## config.mk

```make
export PLATFORM = sky130hd
export DESIGN_NAME = parking_slot_allocator
export DESIGN_NICKNAME = d
export VERILOG_FILES = /design/src/rtl/parking_pkg.sv /design/src/rtl/parking_slot_allocator_encoder.sv /design/src/rtl/parking_slot_allocator.sv
export SDC_FILE = /design/constraint.sdc
export NUM_CORES = 1
export LEC_CHECK = 0
export BUFFER_PORTS_ARGS = -buffer_cell sky130_fd_sc_hd__buf_2
export CAP_MARGIN = 20
export CORE_ASPECT_RATIO = 0.6
export CORE_MARGIN = 1.5
export CORE_UTILIZATION = 58
export CTS_BUF_LIST = sky130_fd_sc_hd__clkbuf_4 sky130_fd_sc_hd__clkbuf_8
export DETAILED_ROUTE_END_ITERATION = 16
export GPL_TIMING_DRIVEN = 0
export PLACE_DENSITY = 0.81
export SETUP_SLACK_MARGIN = 0.3
export SLEW_MARGIN = 30
export SYNTH_ARGS = -nofsm -noshare
export SYNTH_HDL_FRONTEND = slang
export SYNTH_SLANG_ARGS = --single-unit
```

## constraint.sdc

```tcl
create_clock -name clk -period 2.15 [get_ports clk]
set_input_delay 0.645 -clock clk [delete_from_list [all_inputs] [get_ports clk]]
set_output_delay 0.645 -clock clk [all_outputs]
set_load 0.02 [all_outputs]
```

## src/rtl/parking_pkg.sv

```systemverilog
// Shared constants and FSM state type for the parking slot allocator.
package parking_pkg;

  localparam int NUM_SLOTS   = 8;
  localparam int SLOT_W      = 3;
  localparam int GATE_CYCLES = 16;

  // Entry-gate sequencer states.
  typedef enum logic [1:0] {
    IDLE  = 2'd0,
    GRANT = 2'd1,
    OPEN  = 2'd2,
    CLOSE = 2'd3
  } gate_state_t;

endpackage

```

## src/rtl/parking_slot_allocator_encoder.sv

```systemverilog
// Lowest-index priority encoder over the free-slot vector.
module slot_priority_encoder #(
  parameter int NUM_SLOTS = 8,
  parameter int SLOT_W    = 3
) (
  input  logic [NUM_SLOTS-1:0] free_vec,
  output logic [SLOT_W-1:0]    lowest_idx,
  output logic                 any_free
);

  // Scan from the top down so the lowest free index wins last.
  always_comb begin
    lowest_idx = '0;
    any_free   = |free_vec;
    for (int i = NUM_SLOTS - 1; i >= 0; i--) begin
      if (free_vec[i]) begin
        lowest_idx = SLOT_W'(i);
      end
    end
  end

endmodule

```

## src/rtl/parking_slot_allocator.sv

```systemverilog
// Parking slot allocator: owns the occupancy vector, grants the lowest free
// slot to entering cars, sequences the entry gate and frees slots on exit.
//
// Handshake note: car_enter, car_exit and car_passed are single-cycle
// qualifiers with no backpressure. A request that cannot be served in the
// cycle it is presented is refused with a one-cycle pulse (entry_reject or
// exit_err); nothing is ever queued.
module parking_slot_allocator
  import parking_pkg::*;
#(
  parameter int NUM_SLOTS_P   = NUM_SLOTS,
  parameter int SLOT_W_P      = SLOT_W,
  parameter int GATE_CYCLES_P = GATE_CYCLES
) (
  input  logic                   clk,
  input  logic                   rst_n,
  input  logic                   car_enter,
  input  logic                   car_passed,
  input  logic                   car_exit,
  input  logic [SLOT_W_P-1:0]    exit_slot,
  output logic [NUM_SLOTS_P-1:0] new_capacity,
  output logic [SLOT_W_P-1:0]    assigned_slot,
  output logic                   slot_valid,
  output logic                   gate_open,
  output logic                   entry_reject,
  output logic                   exit_err,
  output logic                   full
);

  localparam int TIMER_W = (GATE_CYCLES_P > 2) ? $clog2(GATE_CYCLES_P) : 1;
  localparam logic [TIMER_W-1:0] TIMER_LOAD = TIMER_W'(GATE_CYCLES_P - 1);

  gate_state_t            state_q, state_d;
  logic [TIMER_W-1:0]     timer_q, timer_d;
  logic [SLOT_W_P-1:0]    grant_slot_q, grant_slot_d;
  logic [NUM_SLOTS_P-1:0] occupancy_q, occupancy_d;
  logic [SLOT_W_P-1:0]    assigned_slot_q, assigned_slot_d;
  logic                   slot_valid_q, slot_valid_d;
  logic                   gate_open_q, gate_open_d;
  logic                   entry_reject_q, entry_reject_d;
  logic                   exit_err_q, exit_err_d;
  logic                   full_q, full_d;

  logic                   exit_hit;
  logic [NUM_SLOTS_P-1:0] exit_mask;
  logic [NUM_SLOTS_P-1:0] occ_after_exit;
  logic [SLOT_W_P-1:0]    lowest_free;
  logic                   any_free;

  // Exit is applied before allocation so a car leaving a full lot makes room
  // for a car entering in the same cycle.
  always_comb begin
    exit_hit       = car_exit & occupancy_q[exit_slot];
    exit_mask      = exit_hit ? (NUM_SLOTS_P'(1) << exit_slot) : '0;
    occ_after_exit = occupancy_q & ~exit_mask;
  end

  slot_priority_encoder #(
    .NUM_SLOTS (NUM_SLOTS_P),
    .SLOT_W    (SLOT_W_P)
  ) u_encoder (
    .free_vec   (~occ_after_exit),
    .lowest_idx (lowest_free),
    .any_free   (any_free)
  );

  // Next-state logic for the gate sequencer, occupancy and all registered outputs.
  always_comb begin
    state_d         = state_q;
    timer_d         = timer_q;
    grant_slot_d    = grant_slot_q;
    occupancy_d     = occ_after_exit;
    assigned_slot_d = assigned_slot_q;
    slot_valid_d    = 1'b0;
    gate_open_d     = gate_open_q;
    entry_reject_d  = 1'b0;
    exit_err_d      = car_exit & ~occupancy_q[exit_slot];

    case (state_q)
      IDLE: begin
        if (car_enter) begin
          if (any_free) begin
            grant_slot_d = lowest_free;
            state_d      = GRANT;
          end else begin
            entry_reject_d = 1'b1;
          end
        end
      end
      GRANT: begin
        occupancy_d     = occ_after_exit | (NUM_SLOTS_P'(1) << grant_slot_q);
        assigned_slot_d = grant_slot_q;
        slot_valid_d    = 1'b1;
        gate_open_d     = 1'b1;
        timer_d         = TIMER_LOAD;
        entry_reject_d  = car_enter;
        state_d         = OPEN;
      end
      OPEN: begin
        entry_reject_d = car_enter;
        if (car_passed || (timer_q == '0)) begin
          state_d = CLOSE;
        end else begin
          timer_d = timer_q - TIMER_W'(1);
        end
      end
      CLOSE: begin
        entry_reject_d = car_enter;
        gate_open_d    = 1'b0;
        state_d        = IDLE;
      end
      default: begin
        state_d = IDLE;
      end
    endcase

    full_d = &occupancy_d;
  end

  // State and output registers; reset clears everything including the gate drive.
  always_ff @(posedge clk or negedge rst_n) begin
    if (!rst_n) begin
      state_q         <= IDLE;
      timer_q         <= '0;
      grant_slot_q    <= '0;
      occupancy_q     <= '0;
      assigned_slot_q <= '0;
      slot_valid_q    <= 1'b0;
      gate_open_q     <= 1'b0;
      entry_reject_q  <= 1'b0;
      exit_err_q      <= 1'b0;
      full_q          <= 1'b0;
    end else begin
      state_q         <= state_d;
      timer_q         <= timer_d;
      grant_slot_q    <= grant_slot_d;
      occupancy_q     <= occupancy_d;
      assigned_slot_q <= assigned_slot_d;
      slot_valid_q    <= slot_valid_d;
      gate_open_q     <= gate_open_d;
      entry_reject_q  <= entry_reject_d;
      exit_err_q      <= exit_err_d;
      full_q          <= full_d;
    end
  end

  assign new_capacity  = occupancy_q;
  assign assigned_slot = assigned_slot_q;
  assign slot_valid    = slot_valid_q;
  assign gate_open     = gate_open_q;
  assign entry_reject  = entry_reject_q;
  assign exit_err      = exit_err_q;
  assign full          = full_q;

endmodule

```

==> impl_metrics.yaml, run 1 <==
sta:
  layout_min_cycle_time_ps: 1820
  tightest_slew_ps: 539
  setup_viol: 0
  rsz0062_at_grt: "true"
  fin_skew_ps: 3.91
  hold_viol_final: 0
  setup_tns_ps: 0
  max-slew-margin-rel: 0.641
  drv_slew: 0
  fin_crit_sh: 0.846
  max_freq_ghz: 0.550
critical_path:
  required_ps: 2320
  path_class: "input pin to flop"
  startpoint_type: "input pin"
  crit_chain: "buf_2 > buf_2 > nand2_1 > o22ai_2 > o31ai_4 > nand3_2 > mux2_4"
  worst_ep_arrival_time_ps: 1990
  crit_buf_inv: 2
  cpLargestDelayFamily: "compound AO/OA/AOI/OAI gates"
  critPathSlowestCell: "o31ai_4"
  cpPeakStageDelay_ps: 360
  crit_top_cell: "buf_2"
  worstSetupEndpointType: "flop"
  path_max_fanout: 10
detailed_routing:
  avgViaCountPerCell: 5.98
  num_vias: 1309
  wl_per_cell_um: 16.3
  route.antenna.remaining_nets: 0
  drcViolationCount: 0
  dr.pass1.iters: 5
  finalWirelength_um: 3570
  drtIter0Drc: 147
worst_hold_path:
  hp-class: "input pin to asynchronous set/reset pin"
cts:
  root_buffer: "clkbuf_8"
  cts_hold_buf: 0
  clk_pin_slew_ps: 90
  clock_latency_ps: 280
  cts_buffer_depth: 2
  cts_tree: "done"
  h-tree-depth: 1
  numCtsBuffers: 3
  numClockSinks: 25
global_routing:
  grt_max_degree: 26
  grt_pass1_vias: 1191
  grt-ovfl-total: 0
  track_usage: 0.250
  grt_pass1_wl_um: 5690
  antenna_found_initial: 0
power:
  power_mw: 2.42
  ir_drop_mv: 0.689
  power.density_nw_per_um2: 1320
  leakagePower_nw: 0.826
die:
  ios: 24
  start_util: 0.609
  die_x_um: 69.2
  die_y_um: 42.7
  die-area_um2: 2960
  row_count: 14
  coreArea_um2: 2500
synth:
  synth_edf_count: 0
  synth_top_area_frac: 0.410
  seq_area_frac_synth: 0.410
  ys_ff_latch: 25
  yosys.area.top_type: "dfrtp_1"
  ys.warnings.count: 0
  synth-main-ff-cell: "dfrtp_1"
  syn_area_um2: 1530
  ys_types: 54
  syn_nets: 170
  synth_common_cells: "25 x dfrtp_1, 17 x o21ai_0, 15 x inv_1, 14 x nand2_1, 8 x nor2_1"
  async_flop_share: 1.00
  avgSynthCellArea_um2: 9.78
  yosysMostFrequentCell: "dfrtp_1"
  syn-instance-count: 156
  synthTopCellsByArea: "dfrtp_1 41%, o21ai_0 5.6%, ha_1 4.9%, inv_1 3.7%, nand2_1 3.4%"
cells_and_area:
  stdcell_area_um2: 1830
  fin_util: 0.732
  area_growth_pct: 20.2
  diodes: 0
  drive_above_1_share: 0.332
  n_fill_cell: 180
  nets: 202
placement:
  dp_hpwl_um: 2600
  port_buffers: 20
  gp_congestion: 0.941
  placed_area_um2: 1690
job:
  maxCapViolations: 0
status:
  outcome: "finished clean"
timing repair:
| item | in CTS | in global routing |
|---|---|---|
| pin swaps | 0 | 2 |
| endpoints found under the setup margin | 4 | 5 |
| gates resized for setup | 4 | 8 |
| setup buffers | 0 | 7 |
cell type report:
cell class,instances,area (µm²),area share
inverters,15,56.3,0.0307
flip-flops and latches,25,626,0.341
repair buffers,27,153,0.0833
plain buffers,8,71.3,0.0389
clock inverters,1,7.51,0.00410
well taps,32,40.0,0.0218
multi-input cells,108,838,0.457
clock buffers,3,41.3,0.0225
path summary, 6_finish.rpt:
kind                               from               to  slack (ps)  cells after the start
max                        exit_slot[0]  grant_slot_q[0]         330                      7
min                               rst_n  new_capacity[6]         340                      1
max reg2reg                  state_q[1]             full         400                      8
min reg2reg                   gate_open        gate_open         500                      2
max in group asynchronous         rst_n  new_capacity[3]        1450                      1
min in group clk              gate_open        gate_open         500                      2
cell families (layout without fill, tap and decap cells):
group | Yosys count | after routing | share of synthesized area
mux | 5 | 5 | 0.0410
flops | 25 | 25 | 0.410
fa+ha+maj | 6 | 6 | 0.0492
compound gates | 50 | 50 | 0.256
simple gates | 46 | 46 | 0.166
xor+xnor | 1 | 1 | 0.00574
buf+inv | 23 | 54 | 0.0722
power by group:
group	switching (mW)	internal (mW)
Clock	0.155	0.132
Sequential	0.216	0.668
Combinational	0.748	0.503
worst register-to-register path, stage by stage (launching register included):
cell,delay [ps]
dfrtp_1,420
inv_2,100
ha_1,160
buf_4,170
nor2b_4,170
nand2_1,90
nor3_2,180
o21bai_1,100
a211oi_1,270
metrics by stage:
| step | cells | setup WS [ps] | hold WS (ps) |
|---|---|---|---|
| floorplan | 156 | 269 | 349 |
| global placement | 208 | 72.3 | 470 |
| detailed placement | 208 | 25.5 | 478 |
| CTS | 212 | 291 | 358 |
| global route | 219 | 268 | 380 |
| finish | 219 | 330 | 336 |
sequential cells by signal, summed over array words and instances (netlist names):
name,flops
gate_open,1
new_capacity,8
slot_valid,1
state_q,2
timer_q,4
exit_err,1
entry_reject,1
full,1
grant_slot_q,3
assigned_slot,3
placed cells by master, fill, tap and decap left out, drive strengths merged, types with 2 or more instances in the layout:
| master | instances |
|---|---|
| inv | 15 |
| nand2 | 14 |
| o21bai | 2 |
| o211a | 2 |
| buf | 32 |
| a31oi | 2 |
| nor2 | 8 |
| nand4 | 2 |
| o31ai | 5 |
| o22ai | 2 |
| nor2b | 2 |
| or2b | 2 |
| o21ai | 18 |
| ha | 6 |
| dfrtp | 25 |
| a21oi | 5 |
| nand3b | 2 |
| nand3 | 7 |
| clkbuf | 6 |
| nand2b | 2 |
| and2 | 2 |
| a211oi | 2 |
| mux2 | 4 |
routing by layer:
metal | wire length, µm | vias up | track usage | share of wire
li1 | - | 621 | - | -
met1 | 1680 | 631 | 0.372 | 0.47
met2 | 1620 | 55 | 0.360 | 0.45
met3 | 251 | 2 | 0.0784 | 0.070
met4 | 12 | 0 | 0.0549 | 0.0034
met5 | 0 | - | 0 | 0
No activity file was read; power rests on OpenSTA's default activity.
==> run 2: changes to the inputs <==
--- a/config.mk
+++ b/config.mk
@@ -9,11 +9,11 @@
 export CAP_MARGIN = 20
 export CORE_ASPECT_RATIO = 0.6
 export CORE_MARGIN = 1.5
-export CORE_UTILIZATION = 58
+export CORE_UTILIZATION = 53
 export CTS_BUF_LIST = sky130_fd_sc_hd__clkbuf_4 sky130_fd_sc_hd__clkbuf_8
 export DETAILED_ROUTE_END_ITERATION = 16
 export GPL_TIMING_DRIVEN = 0
-export PLACE_DENSITY = 0.81
+export PLACE_DENSITY = 0.78
 export SETUP_SLACK_MARGIN = 0.3
 export SLEW_MARGIN = 30
 export SYNTH_ARGS = -nofsm -noshare
==> constraint.sdc (replaced) <==
create_clock -name clk -period 1.5 [get_ports clk]
set_input_delay 0.45 -clock clk [delete_from_list [all_inputs] [get_ports clk]]
set_output_delay 0.45 -clock clk [all_outputs]
set_load 0.02 [all_outputs]
==> impl_metrics.yaml, run 2 (synthesis results as in run 1) <==
die:
  ios: 24
  coreArea_um2: 2610
  start_util: 0.584
  die_y_um: 44.6
  die-area_um2: 3220
  row_count: 14
  die_x_um: 72.3
critical_path:
  r2r_end: "full"
  rrSetupSlack_ps: -320
  startpoint_type: "flop"
  path_class: "flop to flop"
  path_max_fanout: 5
  crit_chain: "buf_6 > ha_4 > buf_6 > nor2b_4 > nand2_2 > nor3_2 > o21bai_2 > a211oi_2"
  worst_ep_arrival_time_ps: 2000
  cpPeakStageDelay_ps: 410
  r2r_cells: 8
  required_ps: 1680
  crit_top_cell: "buf_6"
  worstSetupEndpointType: "flop"
  critPathSlowestCell: "dfrtp_1"
  reg2reg_from: "state_q[0]"
job:
  maxCapViolations: 0
status:
  violations: "setup timing"
  outcome: "finished, violations left"
cells_and_area:
  area_growth_pct: 60.9
  final_cell_mix: "31 x buf_6, 29 x buf_4, 20 x dfrtp_1"
  diodes: 0
  drive_above_1_share: 0.626
  largest_reg_flops: 8
  layout_commonest_cell: "buf_6"
  nets: 237
  stdcell_area_um2: 2450
detailed_routing:
  dr.pass1.iters: 5
  route.antenna.remaining_nets: 0
  avgViaCountPerCell: 6.91
  drtIter0Drc: 329
  wl_per_cell_um: 25.2
  num_vias: 1756
  drcViolationCount: 0
  finalWirelength_um: 6410
placement:
  pre_cts_slack_ps: -379
  dp_hpwl_um: 2770
  placed_area_um2: 1770
  port_buffers: 20
  gp_congestion: 0.894
cts:
  cts_buffer_depth: 2
  numCtsBuffers: 3
  cts_tree: "done"
  clock_latency_ps: 280
  numClockSinks: 25
  h-tree-depth: 1
  clk_pin_slew_ps: 100
  root_buffer: "clkbuf_8"
power:
  leakagePower_nw: 1.06
  pwr-share-clk: 0.080
  power.density_nw_per_um2: 2190
  p_comb_frac: 0.673
  ir_drop_mv: 1.31
  p_int_mw: 2.90
  p_sw_mw: 2.46
  sw_frac_of_total: 0.458
  pwr-share-seq: 0.246
global_routing:
  use_met2: 0.431
  met3_usage: 0.0683
  grt_util_met1: 0.412
  grt-ovfl-total: 0
  grt_pass1_wl_um: 6670
  track_usage: 0.282
  antenna_found_initial: 0
  grt_pass1_vias: 1326
  busiest_layer: "met2"
  grt_max_degree: 26
sta:
  hold_viol_final: 0
  layout_min_cycle_time_ps: 1820
  max_freq_ghz: 0.551
  rsz0062_at_grt: "true"
  max-slew-margin-rel: 0.617
  fin_skew_ps: 13.4
  drv_slew: 0
  setup_tns_ps: -1510
  layout_setup_ws_ps: -316
  setup_viol: 11
  fin_crit_sh: 1.21
  holdWs_ps: 149
  tightest_slew_ps: 575
worst_hold_path:
  hp-class: "input pin to asynchronous set/reset pin"
==> run 2: area by class of cell <==
class	instances	area [µm²]
Multi-Input combinational cell	108	1020
Sequential cell	25	632
Timing Repair Buffer	62	578
Fill cell	71	156
Buffer	8	80.1
Inverter	15	58.8
Clock buffer	3	41.3
Tap cell	32	40.0
Clock inverter	1	7.51
==> run 2: what timing repair did <==
action | CTS | global route
hold buffers | 0 | 0
gates resized for setup | 53 | 49
setup endpoints to repair | 37 | 39
cloned | 0 | 1
buffers inserted | 18 | 23
pin swaps | 11 | 25
==> run 2: power groups by stage <==
| stage | Combinational, mW | Sequential [mW] | Clock (mW) |
|---|---|---|---|
| detailed placement | 1.81 | 1.29 | 0 |
| global route | 3.74 | 1.33 | 0.434 |
| floorplan | 1.12 | 1.45 | 0 |
| finish | 3.61 | 1.32 | 0.430 |
| CTS | 2.49 | 1.27 | 0.405 |
| global placement | 1.72 | 1.27 | 0 |
==> run 2: critical path: cells and delay by family, from the launching register on <==
family                   cells  cell delay (ps)
flip-flops                   1              410
AO/OA/AOI/OAI                2              430
AND/OR/NAND/NOR              3              510
adder cells (fa/ha/maj)      1              130
buffers and inverters        2              240
==> run 2: per-stage QoR <==
stage,utilization,total power [mW],instances
2_1_floorplan,-,2.57,156
3_3_place_gp,0.679,2.99,208
3_5_place_dp,0.679,3.10,208
4_1_cts,0.811,4.16,230
5_1_grt,0.940,5.50,254
6_report,0.940,5.36,254
==> run 2: how the worst max path moves through the flow <==
stage,from,to,slack [ps],cells past startpoint
after floorplan,exit_slot[1],grant_slot_q[0],-190,6
after global placement,exit_slot[2],grant_slot_q[0],-380,7
after detailed placement,exit_slot[2],grant_slot_q[0],-380,7
after CTS,new_capacity[2],grant_slot_q[0],-120,5
after global routing,state_q[0],full,-340,8
final,state_q[0],full,-320,8
==> run 2: metal layers <==
layer / share of wire / wire (µm)
met1: 0.39 / 2480
met5: 0 / 0
met4: 0.047 / 302
met3: 0.13 / 831
met2: 0.44 / 2790
==> run 3: changes to the inputs <==
==> constraint.sdc (replaced) <==
create_clock -name clk -period 1.5 [get_ports clk]
set_input_delay 0.075 -clock clk [delete_from_list [all_inputs] [get_ports clk]]
set_output_delay 0.075 -clock clk [all_outputs]
set_load 0.02 [all_outputs]
==> impl_metrics.yaml, run 3 (synthesis results as in run 1) <==
power:
  p_sw_mw: 2.36
  pwr-share-clk: 0.086
  power_mw: 5.00
  power.density_nw_per_um2: 2170
  sw_frac_of_total: 0.473
  pwr-share-seq: 0.265
  ir_drop_mv: 1.40
  leakagePower_nw: 1.02
  p_comb_frac: 0.649
  p_int_mw: 2.64
sta:
  drv_slew: 0
  holdWs_ps: 90.0
  max_freq_ghz: 0.552
  fin_crit_sh: 1.21
  tightest_slew_ps: 656
  layout_min_cycle_time_ps: 1810
  rsz0062_at_grt: "true"
  max-slew-margin-rel: 0.558
  setup_tns_ps: -1900
  hold_viol_final: 0
  layout_setup_ws_ps: -312
  fin_skew_ps: 2.81
  setup_viol: 14
critical_path:
  path_class: "flop to flop"
  worst_ep_arrival_time_ps: 2010
  r2r_cells: 8
  required_ps: 1690
  path_max_fanout: 5
  startpoint_type: "flop"
  worstSetupEndpointType: "flop"
die:
  coreArea_um2: 2610
  ios: 24
  die-area_um2: 3220
  die_y_um: 44.6
  start_util: 0.584
  row_count: 14
  die_x_um: 72.3
placement:
  gp_congestion: 0.891
  port_buffers: 20
  dp_hpwl_um: 2680
detailed_routing:
  dr.pass1.iters: 7
  finalWirelength_um: 5850
  drtIter0Drc: 250
  drcViolationCount: 0
  avgViaCountPerCell: 6.82
  wl_per_cell_um: 23.9
  route.antenna.remaining_nets: 0
  num_vias: 1671
worst_hold_path:
  hold_depth: 2
  hp-class: "input pin to flop"
cells_and_area:
  drive_above_1_share: 0.592
  largest_reg_flops: 8
  final_cell_mix: "20 x buf_2, 18 x dfrtp_1, 17 x buf_6, 17 x buf_4, 10 x nand2_1"
  layout_commonest_cell: "buf_2"
  n_fill_cell: 120
  area_growth_pct: 51.4
  multiInputGateArea_um2: 1040
  diodes: 0
  nets: 228
  register_area_um2: 634
cts:
  cts_buffer_depth: 2
  numClockSinks: 25
  clk_pin_slew_ps: 90
  root_buffer: "clkbuf_8"
  h-tree-depth: 1
  clock_latency_ps: 280
  numCtsBuffers: 3
  cts_tree: "done"
global_routing:
  grt_pass1_wl_um: 7220
  grt_pass1_vias: 1399
  track_usage: 0.315
  grt-ovfl-total: 0
  antenna_found_initial: 0
  grt_max_degree: 26
status:
  outcome: "finished, violations left"
  violations: "setup timing"
job:
  maxCapViolations: 0
[run 3: power groups by stage]
stage	combinational, mW	clock, mW	sequential, mW
5_1_grt	3.37	0.452	1.34
4_1_cts	2.55	0.414	1.25
3_5_place_dp	1.78	0	1.30
6_report	3.24	0.430	1.33
3_3_place_gp	1.70	0	1.28
2_1_floorplan	1.10	0	1.46
[run 3: layout make-up]
cell class                      count  share of cell area
Multi-Input combinational cell    108               0.449
Timing Repair Buffer               53               0.186
Tap cell                           32              0.0173
Clock buffer                        4              0.0211
Sequential cell                    25               0.275
Buffer                              8              0.0271
Inverter                           15              0.0244
[run 3: critical path: stages, from the launching register on]
cell      delay (ps)
dfrtp_1          440
inv_2            100
ha_4             150
buf_6            150
nor2b_4          220
nand2_2          100
a21oi_1          200
o21bai_1         160
a211oi_2         200
[run 3: what timing repair did]
item                                    CTS  global route
hold buffers                              1             0
hold endpoints to repair                 25             0
endpoints found under the setup margin   21            25
buffers inserted                         25             7
resized for setup                        41            28
pin swaps                                20            16
[run 3: per-layer routing]
metal	global-route usage	vias to the layer above	wire length, µm
met1	0.410	814	2350
met5	0	-	0
met2	0.515	146	2560
met4	0.128	0	255
li1	-	676	-
met3	0.0774	35	683
[run 3: final timing paths]
check	slack, ps	end	from
max	-310	full	state_q[1]
min	90	exit_err	car_exit
max reg2reg	-310	full	state_q[1]
min reg2reg	540	assigned_slot[2]	assigned_slot[2]
max in group asynchronous	760	new_capacity[1]	rst_n
min in group asynchronous	320	assigned_slot[2]	rst_n
[run 3: stage by stage]
step / instances / worst slack, ps / cell area (µm²) / utilization
2_1_floorplan: 156 / -94.5 / 1600 / -
3_3_place_gp: 208 / -153 / 1740 / 0.668
3_5_place_dp: 208 / -279 / 1740 / 0.668
4_1_cts: 238 / -148 / 2120 / 0.811
5_1_grt: 245 / -320 / 2310 / 0.884
6_report: 245 / -312 / 2310 / 0.884
